`src/rtl/song_sequencer.sv`:
```
// Multi-song, multi-voice song ROM sequencer: fetches entries, dispatches notes
// round-robin across voices and times advance entries in beat pulses.
module song_sequencer #(
  parameter int NOTE_W      = 6,
  parameter int DUR_W       = 6,
  parameter int SONG_ADDR_W = 7,
  parameter int SONG_SEL_W  = 2,
  parameter int NUM_VOICES  = 3,
  parameter int ENTRY_W     = 1 + NOTE_W + DUR_W + 3
) (
  input  logic                              clk,
  input  logic                              reset,
  input  logic                              play,
  input  logic [SONG_SEL_W-1:0]             song_sel,
  input  logic                              restart,
  input  logic                              beat,
  output logic [SONG_SEL_W+SONG_ADDR_W-1:0] rom_addr,
  input  logic [ENTRY_W-1:0]                rom_dout,
  output logic [NUM_VOICES-1:0]             voice_load,
  output logic [NOTE_W-1:0]                 voice_note,
  output logic [DUR_W-1:0]                  voice_dur,
  output logic                              playing,
  output logic                              song_done
);

  localparam int VP_W = (NUM_VOICES > 1) ? $clog2(NUM_VOICES) : 1;

  typedef enum logic [2:0] {
    IDLE, FETCH0, FETCH1, DECODE, WAIT, NEXT, DONE
  } state_t;

  state_t                 state;
  logic [SONG_SEL_W-1:0]  song;
  logic [SONG_ADDR_W-1:0] index;
  logic [VP_W-1:0]        vptr;
  logic [DUR_W-1:0]       count;

  logic                   entry_adv;
  logic [NOTE_W-1:0]      entry_note;
  logic [DUR_W-1:0]       entry_dur;
  logic [2:0]             unused_reserved;

  assign entry_adv       = rom_dout[ENTRY_W-1];
  assign entry_note      = rom_dout[ENTRY_W-2 -: NOTE_W];
  assign entry_dur       = rom_dout[ENTRY_W-2-NOTE_W -: DUR_W];
  assign unused_reserved = rom_dout[2:0];

  // Restart outranks every state; voice_load and song_done are single-cycle pulses.
  always_ff @(posedge clk or posedge reset) begin
    if (reset) begin
      state      <= IDLE;
      song       <= '0;
      index      <= '0;
      vptr       <= '0;
      count      <= '0;
      rom_addr   <= '0;
      voice_load <= '0;
      voice_note <= '0;
      voice_dur  <= '0;
      playing    <= 1'b0;
      song_done  <= 1'b0;
    end else begin
      voice_load <= '0;
      song_done  <= 1'b0;
      if (restart) begin
        song    <= song_sel;
        index   <= '0;
        vptr    <= '0;
        count   <= '0;
        playing <= 1'b1;
        state   <= FETCH0;
      end else begin
        case (state)
          IDLE: begin
            if (play) begin
              song    <= song_sel;
              index   <= '0;
              vptr    <= '0;
              playing <= 1'b1;
              state   <= FETCH0;
            end
          end
          FETCH0: begin
            if (play) begin
              rom_addr <= {song, index};
              state    <= FETCH1;
            end
          end
          FETCH1: state <= DECODE;
          DECODE: begin
            if (!entry_adv) begin
              voice_load <= NUM_VOICES'(1) << vptr;
              voice_note <= entry_note;
              voice_dur  <= entry_dur;
              if (vptr == VP_W'(NUM_VOICES - 1)) vptr <= '0;
              else vptr <= vptr + VP_W'(1);
              state <= NEXT;
            end else if (entry_dur == '0) begin
              state <= NEXT;
            end else begin
              count <= entry_dur;
              state <= WAIT;
            end
          end
          WAIT: begin
            if (beat && play) begin
              if (count == DUR_W'(1)) begin
                count <= '0;
                state <= NEXT;
              end else begin
                count <= count - DUR_W'(1);
              end
            end
          end
          // Reaching the last index ends the song instead of wrapping.
          NEXT: begin
            if (&index) begin
              state <= DONE;
            end else begin
              index <= index + SONG_ADDR_W'(1);
              state <= FETCH0;
            end
          end
          DONE: begin
            song_done <= 1'b1;
            playing   <= 1'b0;
            state     <= IDLE;
          end
          default: state <= IDLE;
        endcase
      end
    end
  end

endmodule

```
`config.mk`:
```
export PLATFORM = sky130hd
export DESIGN_NAME = song_sequencer
export DESIGN_NICKNAME = d
export VERILOG_FILES = /design/src/rtl/song_sequencer.sv
export SDC_FILE = /design/constraint.sdc
export NUM_CORES = 1
export LEC_CHECK = 0
export ABC_AREA = 1
export CORE_ASPECT_RATIO = 0.8
export CORE_MARGIN = 2
export CORE_UTILIZATION = 40
export CTS_BUF_LIST = sky130_fd_sc_hd__clkbuf_8
export CTS_CLUSTER_DIAMETER = 50
export DETAILED_ROUTE_END_ITERATION = 16
export PLACE_DENSITY = 0.72
export SYNTH_ARGS = -nofsm -noshare
export SYNTH_HDL_FRONTEND = slang
export SYNTH_SLANG_ARGS = --single-unit
```
`constraint.sdc`:
```
create_clock -name clk -period 1.6 [get_ports clk]
set_input_delay 0.4 -clock clk [delete_from_list [all_inputs] [get_ports clk]]
set_output_delay 0.4 -clock clk [all_outputs]
set_load 0.02 [all_outputs]
```
==> impl_metrics.env, run 1 <==
export IMPL_port_buffers=45
export IMPL_cts_buffers_inserted=5
export IMPL_endpoint_of_the_most_critical_register_to_register_path="state[1]$_DFFE_PP0P_"
export IMPL_cts_root_buf="clkbuf_8"
export IMPL_worst_setup_path_start_kind="input port"
export IMPL_vias_per_cell=4.68
export IMPL_synth_seq_cells=46
export IMPL_core_um2=5560
export IMPL_first_global_vias=2051
export IMPL_postLayoutCellArea_um2=3250
export IMPL_timing_final_max_slew_violations=0
export IMPL_total_power_mw=4.27
export IMPL_setup_reg_to_reg_worst_slack_ns=0.14
export IMPL_pin_count_of_the_biggest_net_entering_global_routing=23
export IMPL_floorplan_initialDensity_pct=42.3
export IMPL_layout_nets=412
export IMPL_synth_area_leader_cell="dfrtp_1"
export IMPL_placement_cell_area_um2=3110
export IMPL_cts_hold_buf=0
export IMPL_power_density_nw_per_um2=1310
export IMPL_family_of_cells_with_the_greatest_summed_delay_on_the_critical_path="simple AND/OR/NAND/NOR gates"
export IMPL_timing_final_setup_violations=0
export IMPL_outcome="finished clean"
export IMPL_synthDistinctLibCells=27
export IMPL_synth_top_area_share_pct=48.9
export IMPL_hold_path_class="in -> async"
export IMPL_grt_setup_unrepaired="no"
export IMPL_route_vias_total=2176
export IMPL_hold_viol=0
export IMPL_max_clock_path_buffers=2
export IMPL_die_area_um2=6510
export IMPL_sink_count=46
export IMPL_critical_path_cell_chain="clkdlybuf4s50_1 > or2_2 > nor2_4 > inv_2 > or2_1 > nor2_1"
export IMPL_vdd_drop_max_mv=0.510
export IMPL_n_antenna_cell=0
export IMPL_commonest_non_fill_non_tap_cell_in_the_layout="nand2_1"
export IMPL_max_slew_margin_pct=83.0
export IMPL_detailed_place_hpwl_um=4120
export IMPL_detail_route_wirelength_um=5440
export IMPL_floorplan_rows=24
export IMPL_drc_errors=0
export IMPL_synth_xor_area_share_pct=0.372
export IMPL_gr_total_overflow=0
export IMPL_synthesis_nets=332
export IMPL_measured_slew_at_the_worst_slew_check_pin_ns=0.255
export IMPL_synthSimpleGateAreaFrac_pct=35.2
export IMPL_syn_area_um2=2350
export IMPL_final_layout_size_suffix_gt1_share_pct=19.6
export IMPL_worst_setup_hold_path_clk_slew_ns=0.09
export IMPL_antenna_found_initial=0
export IMPL_post_synthesis_compound_gate_area_fraction_pct=7.18
export IMPL_ios=49
export IMPL_reg2reg_depth=7
export IMPL_crit_slowest_cell="clkdlybuf4s50_1"
export IMPL_worst_ep_arrival_time_ns=1.72
export IMPL_detail_route_wl_per_cell_um=11.7
export IMPL_required_ns=1.83
export IMPL_tritoncts="built"
export IMPL_final_core_utilization_pct=58.6
export IMPL_grt_use_total_pct=17.7
export IMPL_yosys_warnings=0
export IMPL_power_leakage_nw=1.67
export IMPL_timing_critical_path_fanout_max=3
export IMPL_cpPeakStageDelay_ns=0.45
export IMPL_min_period_over_period_pct=93.4
export IMPL_yosys_mux_area_fraction_pct=0
export IMPL_fin_crit_ns=1.49
export IMPL_max_freq_mhz=669
export IMPL_firstDrtPassIters=4
export IMPL_die_height_um=72.6
export IMPL_place_congestion=0.833
export IMPL_postLayoutSetupSlackWorst_ns=0.106
export IMPL_clk_insertion_delay_late_ns=0.30
export IMPL_max_cap_violations=0
export IMPL_r2r_start="state[1]$_DFFE_PP0P_"
export IMPL_critPathCaptureType="register"
export IMPL_share_of_synthesized_cell_area_in_full_adder_half_adder_and_majority_cells_pct=1.60
export IMPL_mostFrequentLayoutCells="nand2_1 (109), dfrtp_1 (45), nor2_1 (33)"
export IMPL_die_x_um=89.7
export IMPL_yosysSeqAreaShare_pct=48.9
export IMPL_synth_top_family_by_area="simple AND/OR/NAND/NOR gates"
export IMPL_syn_avg_cell_area_um2=7.69
export IMPL_worstPathBufferInverterCount=2
export IMPL_route_antenna_remaining_nets=0
export IMPL_finClkSkew_ns=0.00886
export IMPL_drt_iter0_drc=107
export IMPL_fill_cells=524
export IMPL_hold_ws_ns=0.341
export IMPL_syn_inst=306
export IMPL_clock_tree_htree_level_count=2
export IMPL_worst_path_depth=6
export IMPL_syn_to_final_growth_pct=38.4
export IMPL_first_pass_grt_wire_length_um=9340
export IMPL_pre_cts_slack_ns=-0.232
export IMPL_synthTopCellsByArea="dfrtp_1 (49%), nand2_1 (17%), nor2_1 (5.4%)"
export IMPL_criticalPathCategory="in -> reg"
==> sequential cells by signal (all words and copies together), names as in the netlist <==
register and count:
rom_addr 9, voice_load 3, state 3, song_done 1, count 6, voice_note 6
song 2, playing 1, index 7, vptr 2, voice_dur 6
==> worst max-delay path by stage <==
stage / startpoint / to / slack [ns]
floorplan: reset / count[0]$_DFFE_PP0P_ / 0.11
detailed placement: restart / index[3]$_DFFE_PP0P_ / -0.23
global route: state[1]$_DFFE_PP0P_ / state[1]$_DFFE_PP0P_ / 0.007
CTS: index[0]$_DFFE_PP0P_ / index[2]$_DFFE_PP0P_ / 0.06
global placement: restart / count[5]$_DFFE_PP0P_ / -0.22
finish: restart / voice_load[0]$_DFF_PP0_ / 0.11
==> Yosys cell counts <==
| cell | instances |
|---|---|
| nor2_1 | 34 |
| nand3_2 | 3 |
| a31oi_1 | 1 |
| nand2_2 | 9 |
| nor3_1 | 1 |
| xnor2_1 | 1 |
| inv_1 | 25 |
| or2_2 | 2 |
| clkbuf_1 | 1 |
| a21oi_1 | 6 |
| nand4_2 | 1 |
| and2_1 | 1 |
| clkinv_1 | 1 |
| nand2_1 | 109 |
| o21ai_2 | 6 |
| nor2_4 | 1 |
| ha_1 | 3 |
| buf_6 | 2 |
| or2_1 | 1 |
| o21ai_0 | 4 |
| nand4_1 | 4 |
| nand3_1 | 20 |
| dfrtp_1 | 46 |
| inv_2 | 4 |
| o21ai_1 | 12 |
| nor2_2 | 4 |
| buf_2 | 4 |
==> cells by family after synthesis <==
group                      after synthesis
and+or+nand+nor                        190
DFF                                     46
buffers and inverters                   37
AOI/OAI and AO/OA                       29
adders and majority gates                3
xor gates and xnor gates                 1
==> timing repair <==
| action | in CTS | in global routing |
|---|---|---|
| setup endpoints to repair | 26 | 10 |
| setup buffers | 0 | 4 |
| resized for setup | 26 | 8 |
==> routing by layer <==
layer,vias to the layer above,part of all wire (%),wire (um),track usage (%)
li1,1120,-,-,-
met1,1003,49,2680,26.0
met2,48,45,2450,27.2
met3,5,4.7,258,3.41
met4,0,0.97,53,5.30
met5,-,0,0,0
==> final cells by class <==
| cell class | count | area, um^2 | share of cell area (%) |
|---|---|---|---|
| clock buffers | 5 | 68.8 | 2.11 |
| clock inverters | 3 | 41.3 | 1.27 |
| inverters | 30 | 113 | 3.46 |
| multi-input cells | 223 | 1070 | 32.9 |
| flip-flops and latches | 46 | 1150 | 35.4 |
| well taps | 78 | 97.6 | 3.00 |
| repair buffers | 80 | 709 | 21.8 |
==> worst register-to-register path: stages, from the launching register on <==
cell	delay [ns]
dfrtp_1	0.47
inv_2	0.09
nand2_1	0.07
nor2_2	0.17
buf_4	0.18
nand2_1	0.08
and2_1	0.15
nor3_1	0.17
==> stage by stage <==
stage,cells,TNS (ns)
6_report,465,0
3_3_place_gp,453,-5.17
5_1_grt,465,0
2_1_floorplan,306,0
3_5_place_dp,453,-5.86
4_1_cts,461,0
==> power by group <==
group | total [mW] | leakage (nW) | internal, mW | switching, mW
Combinational | 1.74 | 1.02 | 0.695 | 1.05
Clock | 0.864 | 0.0556 | 0.460 | 0.404
Sequential | 1.67 | 0.599 | 1.44 | 0.225
Total | 4.27 | 1.67 | 2.60 | 1.68
Note: power is estimated with default switching activity, not from simulation.
==> run 2, diff against run 1 <==
GPL_ROUTABILITY_DRIVEN = 0   (was not set)
PLACE_DENSITY = 0.76   (was 0.72)
==> impl_metrics.env, run 2 (same netlist as run 1, synthesis figures left out) <==
export IMPL_measured_slew_at_the_worst_slew_check_pin_ns=0.239
export IMPL_cts_hold_buf=0
export IMPL_max_freq_mhz=657
export IMPL_die_x_um=89.7
export IMPL_detailed_place_hpwl_um=4190
export IMPL_gr_total_overflow=0
export IMPL_syn_to_final_growth_pct=37.4
export IMPL_critical_path_cell_chain="inv_2 > nand2_1 > nor2_2 > nor2_1 > nand2_1 > nand3_2 > buf_12 > nand2_2 > o21ai_2"
export IMPL_firstDrtPassIters=4
export IMPL_registers_top_by_ff_count="rom_addr"
export IMPL_port_buffers=45
export IMPL_max_clock_path_buffers=2
export IMPL_fill_cells=502
export IMPL_leading_registers_by_flop_count="rom_addr x9, index x7"
export IMPL_required_ns=1.79
export IMPL_final_core_utilization_pct=58.2
export IMPL_commonest_non_fill_non_tap_cell_in_the_layout="nand2_1"
export IMPL_layout_nets=410
export IMPL_timing_final_setup_violations=0
export IMPL_vias_per_cell=4.77
export IMPL_max_reg_flops=9
export IMPL_grt_use_total_pct=18.1
export IMPL_critPathCaptureType="register"
export IMPL_family_of_cells_with_the_greatest_summed_delay_on_the_critical_path="simple AND/OR/NAND/NOR gates"
export IMPL_route_vias_total=2208
export IMPL_multi_input_area_um2=1050
export IMPL_max_cap_violations=0
export IMPL_setup_reg_to_reg_worst_slack_ns=0.08
export IMPL_die_height_um=72.6
export IMPL_n_antenna_cell=0
export IMPL_detail_route_wirelength_um=5720
export IMPL_crit_slowest_cell="dfrtp_2"
export IMPL_power_density_nw_per_um2=1340
export IMPL_tritoncts="built"
export IMPL_crit_top_cell="nand2_1"
export IMPL_worst_setup_path_start_kind="register"
export IMPL_hold_viol=0
export IMPL_timing_final_max_slew_violations=0
export IMPL_fin_setup_tns_ns=0
export IMPL_final_layout_size_suffix_gt1_share_pct=19.5
export IMPL_worst_setup_hold_path_clk_slew_ns=0.09
export IMPL_floorplan_rows=24
export IMPL_drc_errors=0
export IMPL_fin_crit_ns=1.52
export IMPL_detail_route_wl_per_cell_um=12.3
export IMPL_first_pass_grt_wire_length_um=9540
export IMPL_outcome="finished clean"
export IMPL_hold_ws_ns=0.449
export IMPL_final_seq_area_um2=1150
export IMPL_criticalPathCategory="reg -> reg"
export IMPL_route_antenna_remaining_nets=0
export IMPL_vdd_drop_max_mv=0.640
export IMPL_timing_critical_path_fanout_max=7
export IMPL_pin_count_of_the_biggest_net_entering_global_routing=47
export IMPL_clock_tree_htree_level_count=2
export IMPL_r2r_start="state[0]$_DFFE_PP0P_"
export IMPL_antenna_found_initial=0
export IMPL_power_leakage_nw=1.66
export IMPL_first_global_vias=2163
export IMPL_min_period_over_period_pct=95.2
export IMPL_reg2reg_depth=9
export IMPL_hold_path_class="in -> async"
export IMPL_worstPathBufferInverterCount=2
export IMPL_cpPeakStageDelay_ns=0.47
export IMPL_endpoint_of_the_most_critical_register_to_register_path="index[0]$_DFFE_PP0P_"
export IMPL_drt_iter0_drc=107
export IMPL_cts_buffers_inserted=5
export IMPL_floorplan_initialDensity_pct=42.3
export IMPL_core_um2=5560
export IMPL_worst_ep_arrival_time_ns=1.71
export IMPL_ios=49
export IMPL_max_slew_margin_pct=84.1
export IMPL_die_area_um2=6510
export IMPL_sink_count=46
export IMPL_cts_root_buf="clkbuf_8"
export IMPL_mostFrequentLayoutCells="nand2_1 (109), dfrtp_1 (44), nor2_1 (32)"
export IMPL_clk_insertion_delay_late_ns=0.30
export IMPL_finClkSkew_ns=0.00799
## run 2: cell count changes in the layout (fill, tap and decap cells not counted)
cell / change
buf_4: -3
nor2_2: +3
nor2_4: -2
buf_12: +1
clkdlybuf4s50_1: -1
dfrtp_1: -1
dfrtp_2: +1
dlygate4sd2_1: +1
nand3_1: +1
nand3_4: -1
nor2_1: -1
## run 2: worst max path at each step
stage	start	endpoint	slack, ns	cells after the start
after detailed placement	restart	index[3]$_DFFE_PP0P_	-0.37	8
after global routing	state[0]$_DFFE_PP0P_	index[0]$_DFFE_PP0P_	-0.02	9
final	state[0]$_DFFE_PP0P_	index[0]$_DFFE_PP0P_	0.08	9
after CTS	state[0]$_DFFE_PP0P_	index[0]$_DFFE_PP0P_	0.05	9
after global placement	restart	index[2]$_DFFE_PP0P_	-0.32	8
after floorplan	reset	count[0]$_DFFE_PP0P_	0.11	1
## run 2: layout make-up
| type | instances | area share (%) |
|---|---|---|
| clock buffer | 5 | 2.13 |
| multi-input combinational | 223 | 32.6 |
| timing repair buffer | 78 | 21.8 |
| sequential | 46 | 35.7 |
| inverter | 30 | 3.48 |
| clock inverter | 3 | 1.28 |
| tap | 78 | 3.02 |
## run 2: worst register-to-register path, cell delays in order, from the launching register on
cell and delay (ns):
dfrtp_2 0.47, inv_2 0.07, nand2_1 0.11, nor2_2 0.18
nor2_1 0.09, nand2_1 0.07, nand3_2 0.14, buf_12 0.19
nand2_2 0.05, o21ai_2 0.05
## run 2: per-layer routing
metal | up-vias | share of wire (%) | track usage (%)
li1 | 1111 | - | -
met1 | 1022 | 47 | 24.0
met2 | 66 | 47 | 30.7
met3 | 9 | 4.7 | 3.20
met4 | 0 | 1.3 | 5.64
met5 | - | 0 | 0
## run 2: repair_timing
item,4_1_cts,5_1_grt
gates resized for setup,28,5
endpoints found under the setup margin,35,10
pin swaps,0,1
buffers inserted,0,1
## run 2: report_power, final
part / internal [mW] / leakage [nW] / switching, mW
sequential: 1.44 / 0.597 / 0.216
clock: 0.460 / 0.0556 / 0.401
combinational: 0.724 / 1.01 / 1.08
total: 2.63 / 1.66 / 1.70
## run 2: through the flow
step	cells	setup WS, ns	area, um^2	total power, mW
after floorplan	306	0.112	2350	2.76
after global placement	454	-0.317	3130	3.50
after detailed placement	454	-0.371	3130	3.57
after CTS	462	0.0504	3210	4.32
after global routing	463	-0.0243	3230	4.62
final	463	0.0768	3230	4.32
==> run 3, diff against run 2 <==
CORE_ASPECT_RATIO = 1.75   (was 0.8)
==> impl_metrics.env, run 3 (same netlist as run 1, synthesis figures left out) <==
export IMPL_gr_total_overflow=0
export IMPL_die_x_um=62.0
export IMPL_crit_slowest_cell="clkdlybuf4s50_1"
export IMPL_commonest_non_fill_non_tap_cell_in_the_layout="nand2_1"
export IMPL_hold_viol=0
export IMPL_power_leakage_nw=1.67
export IMPL_first_pass_grt_wire_length_um=9670
export IMPL_cts_buffers_inserted=5
export IMPL_die_height_um=105
export IMPL_layout_nets=409
export IMPL_antenna_found_initial=0
export IMPL_hold_path_class="in -> async"
export IMPL_worstPathBufferInverterCount=1
export IMPL_r2r_start="state[1]$_DFFE_PP0P_"
export IMPL_die_area_um2=6530
export IMPL_hold_ws_ns=0.443
export IMPL_timing_final_setup_violations=0
export IMPL_timing_critical_path_fanout_max=9
export IMPL_postLayoutSetupSlackWorst_ns=0.0902
export IMPL_fin_setup_tns_ns=0
export IMPL_worst_setup_path_start_kind="input port"
export IMPL_floorplan_rows=37
export IMPL_max_slew_margin_pct=81.6
export IMPL_max_cap_violations=0
export IMPL_leading_registers_by_flop_count="rom_addr x9, index x7"
export IMPL_fill_cells=547
export IMPL_measured_slew_at_the_worst_slew_check_pin_ns=0.276
export IMPL_critPathCaptureType="register"
export IMPL_mostFrequentLayoutCells="nand2_1 (109), dfrtp_1 (44), nor2_1 (33)"
export IMPL_sink_count=46
export IMPL_vdd_drop_max_mv=0.689
export IMPL_max_freq_mhz=662
export IMPL_placed_cells_incl_taps=453
export IMPL_worst_ep_arrival_time_ns=1.71
export IMPL_final_core_utilization_pct=55.7
export IMPL_syn_to_final_growth_pct=37.1
export IMPL_finClkSkew_ns=0.00845
export IMPL_ios=49
export IMPL_family_of_cells_with_the_greatest_summed_delay_on_the_critical_path="simple AND/OR/NAND/NOR gates"
export IMPL_final_layout_size_suffix_gt1_share_pct=19.0
export IMPL_firstDrtPassIters=4
export IMPL_detail_route_wirelength_um=5450
export IMPL_worst_setup_hold_path_clk_slew_ns=0.09
export IMPL_clk_insertion_delay_late_ns=0.31
export IMPL_min_period_over_period_pct=94.4
export IMPL_cts_root_buf="clkbuf_8"
export IMPL_criticalPathCategory="in -> reg"
export IMPL_tritoncts="built"
export IMPL_required_ns=1.80
export IMPL_vias_per_cell=4.81
export IMPL_route_vias_total=2223
export IMPL_postLayoutCellArea_um2=3220
export IMPL_outcome="finished clean"
export IMPL_cpPeakStageDelay_ns=0.45
export IMPL_drc_errors=0
export IMPL_power_density_nw_per_um2=1320
export IMPL_final_cells=462
export IMPL_n_antenna_cell=0
export IMPL_floorplan_initialDensity_pct=40.6
export IMPL_total_power_mw=4.27
export IMPL_detail_route_wl_per_cell_um=11.8
export IMPL_critical_path_cell_chain="clkdlybuf4s50_1 > or2_2 > nor2_4 > nor2_2 > nand2_2 > nor2_2 > nand2_1 > nand2_1"
export IMPL_drt_iter0_drc=99
export IMPL_route_antenna_remaining_nets=0
export IMPL_max_reg_flops=9
export IMPL_max_clock_path_buffers=2
export IMPL_core_um2=5790
export IMPL_pre_cts_slack_ns=-0.326
export IMPL_placement_cell_area_um2=3120
export IMPL_grt_use_total_pct=19.1
export IMPL_detailed_place_hpwl_um=4190
export IMPL_grt_setup_unrepaired="yes"
export IMPL_first_global_vias=2312
export IMPL_pin_count_of_the_biggest_net_entering_global_routing=47
export IMPL_registers_top_by_ff_count="rom_addr"
export IMPL_fin_crit_ns=1.51
export IMPL_port_buffers=45
export IMPL_crit_path_start="rom_dout[15]"
export IMPL_cts_hold_buf=0
export IMPL_clock_tree_htree_level_count=2
export IMPL_timing_final_max_slew_violations=0
run 3: cell types whose count changed in the layout (fill, tap and decap cells not counted), sizes merged:
cell	before	now
buf	33	32
dlygate4sd2	27	26
dlymetal6s2s	0	1
run 3: cell type report:
type                    instances  area (um^2)  area share [%]
flip-flops and latches         46         1150            35.8
inverters                      30          113            3.49
well taps                      78         97.6            3.03
clock inverters                 3         41.3            1.28
multi-input cells             223         1050            32.6
clock buffers                   5         68.8            2.13
repair buffers                 77          698            21.7
run 3: repair_timing:
item                       CTS  global route
pin swaps                    0             1
buffers inserted             0             1
setup endpoints to repair   31            13
resized for setup           27             4
run 3: worst register-to-register path, stage by stage, from the launching register on:
cell	delay, ns
dfrtp_1	0.46
inv_2	0.08
nand2_1	0.08
nor2_2	0.20
inv_1	0.06
nand2_1	0.11
nand3_4	0.12
buf_12	0.17
nand2_2	0.06
o21ai_2	0.05
run 3: worst paths after layout:
| path | endpoint | slack, ns | depth (start not counted) |
|---|---|---|---|
| max in group asynchronous | state[0]$_DFFE_PP0P_ | 0.94 | 3 |
| setup reg to reg | index[2]$_DFFE_PP0P_ | 0.11 | 9 |
| hold reg to reg | voice_note[3]$_DFFE_PP0P_ | 0.47 | 2 |
| min in group clk | voice_note[3]$_DFFE_PP0P_ | 0.47 | 2 |
| hold / removal | index[4]$_DFFE_PP0P_ | 0.44 | 3 |
| setup / recovery | count[5]$_DFFE_PP0P_ | 0.09 | 8 |
run 3: routing by layer:
layer	GRT usage [%]	routed length (um)	vias up
met4	8.36	143	0
met1	20.6	2090	1048
met2	34.0	3030	52
met3	3.44	187	12
met5	0	0	-
li1	-	-	1111
run 3: report_power, final:
group / switching, mW / internal, mW
combinational: 1.05 / 0.706
sequential: 0.219 / 1.44
clock: 0.395 / 0.460
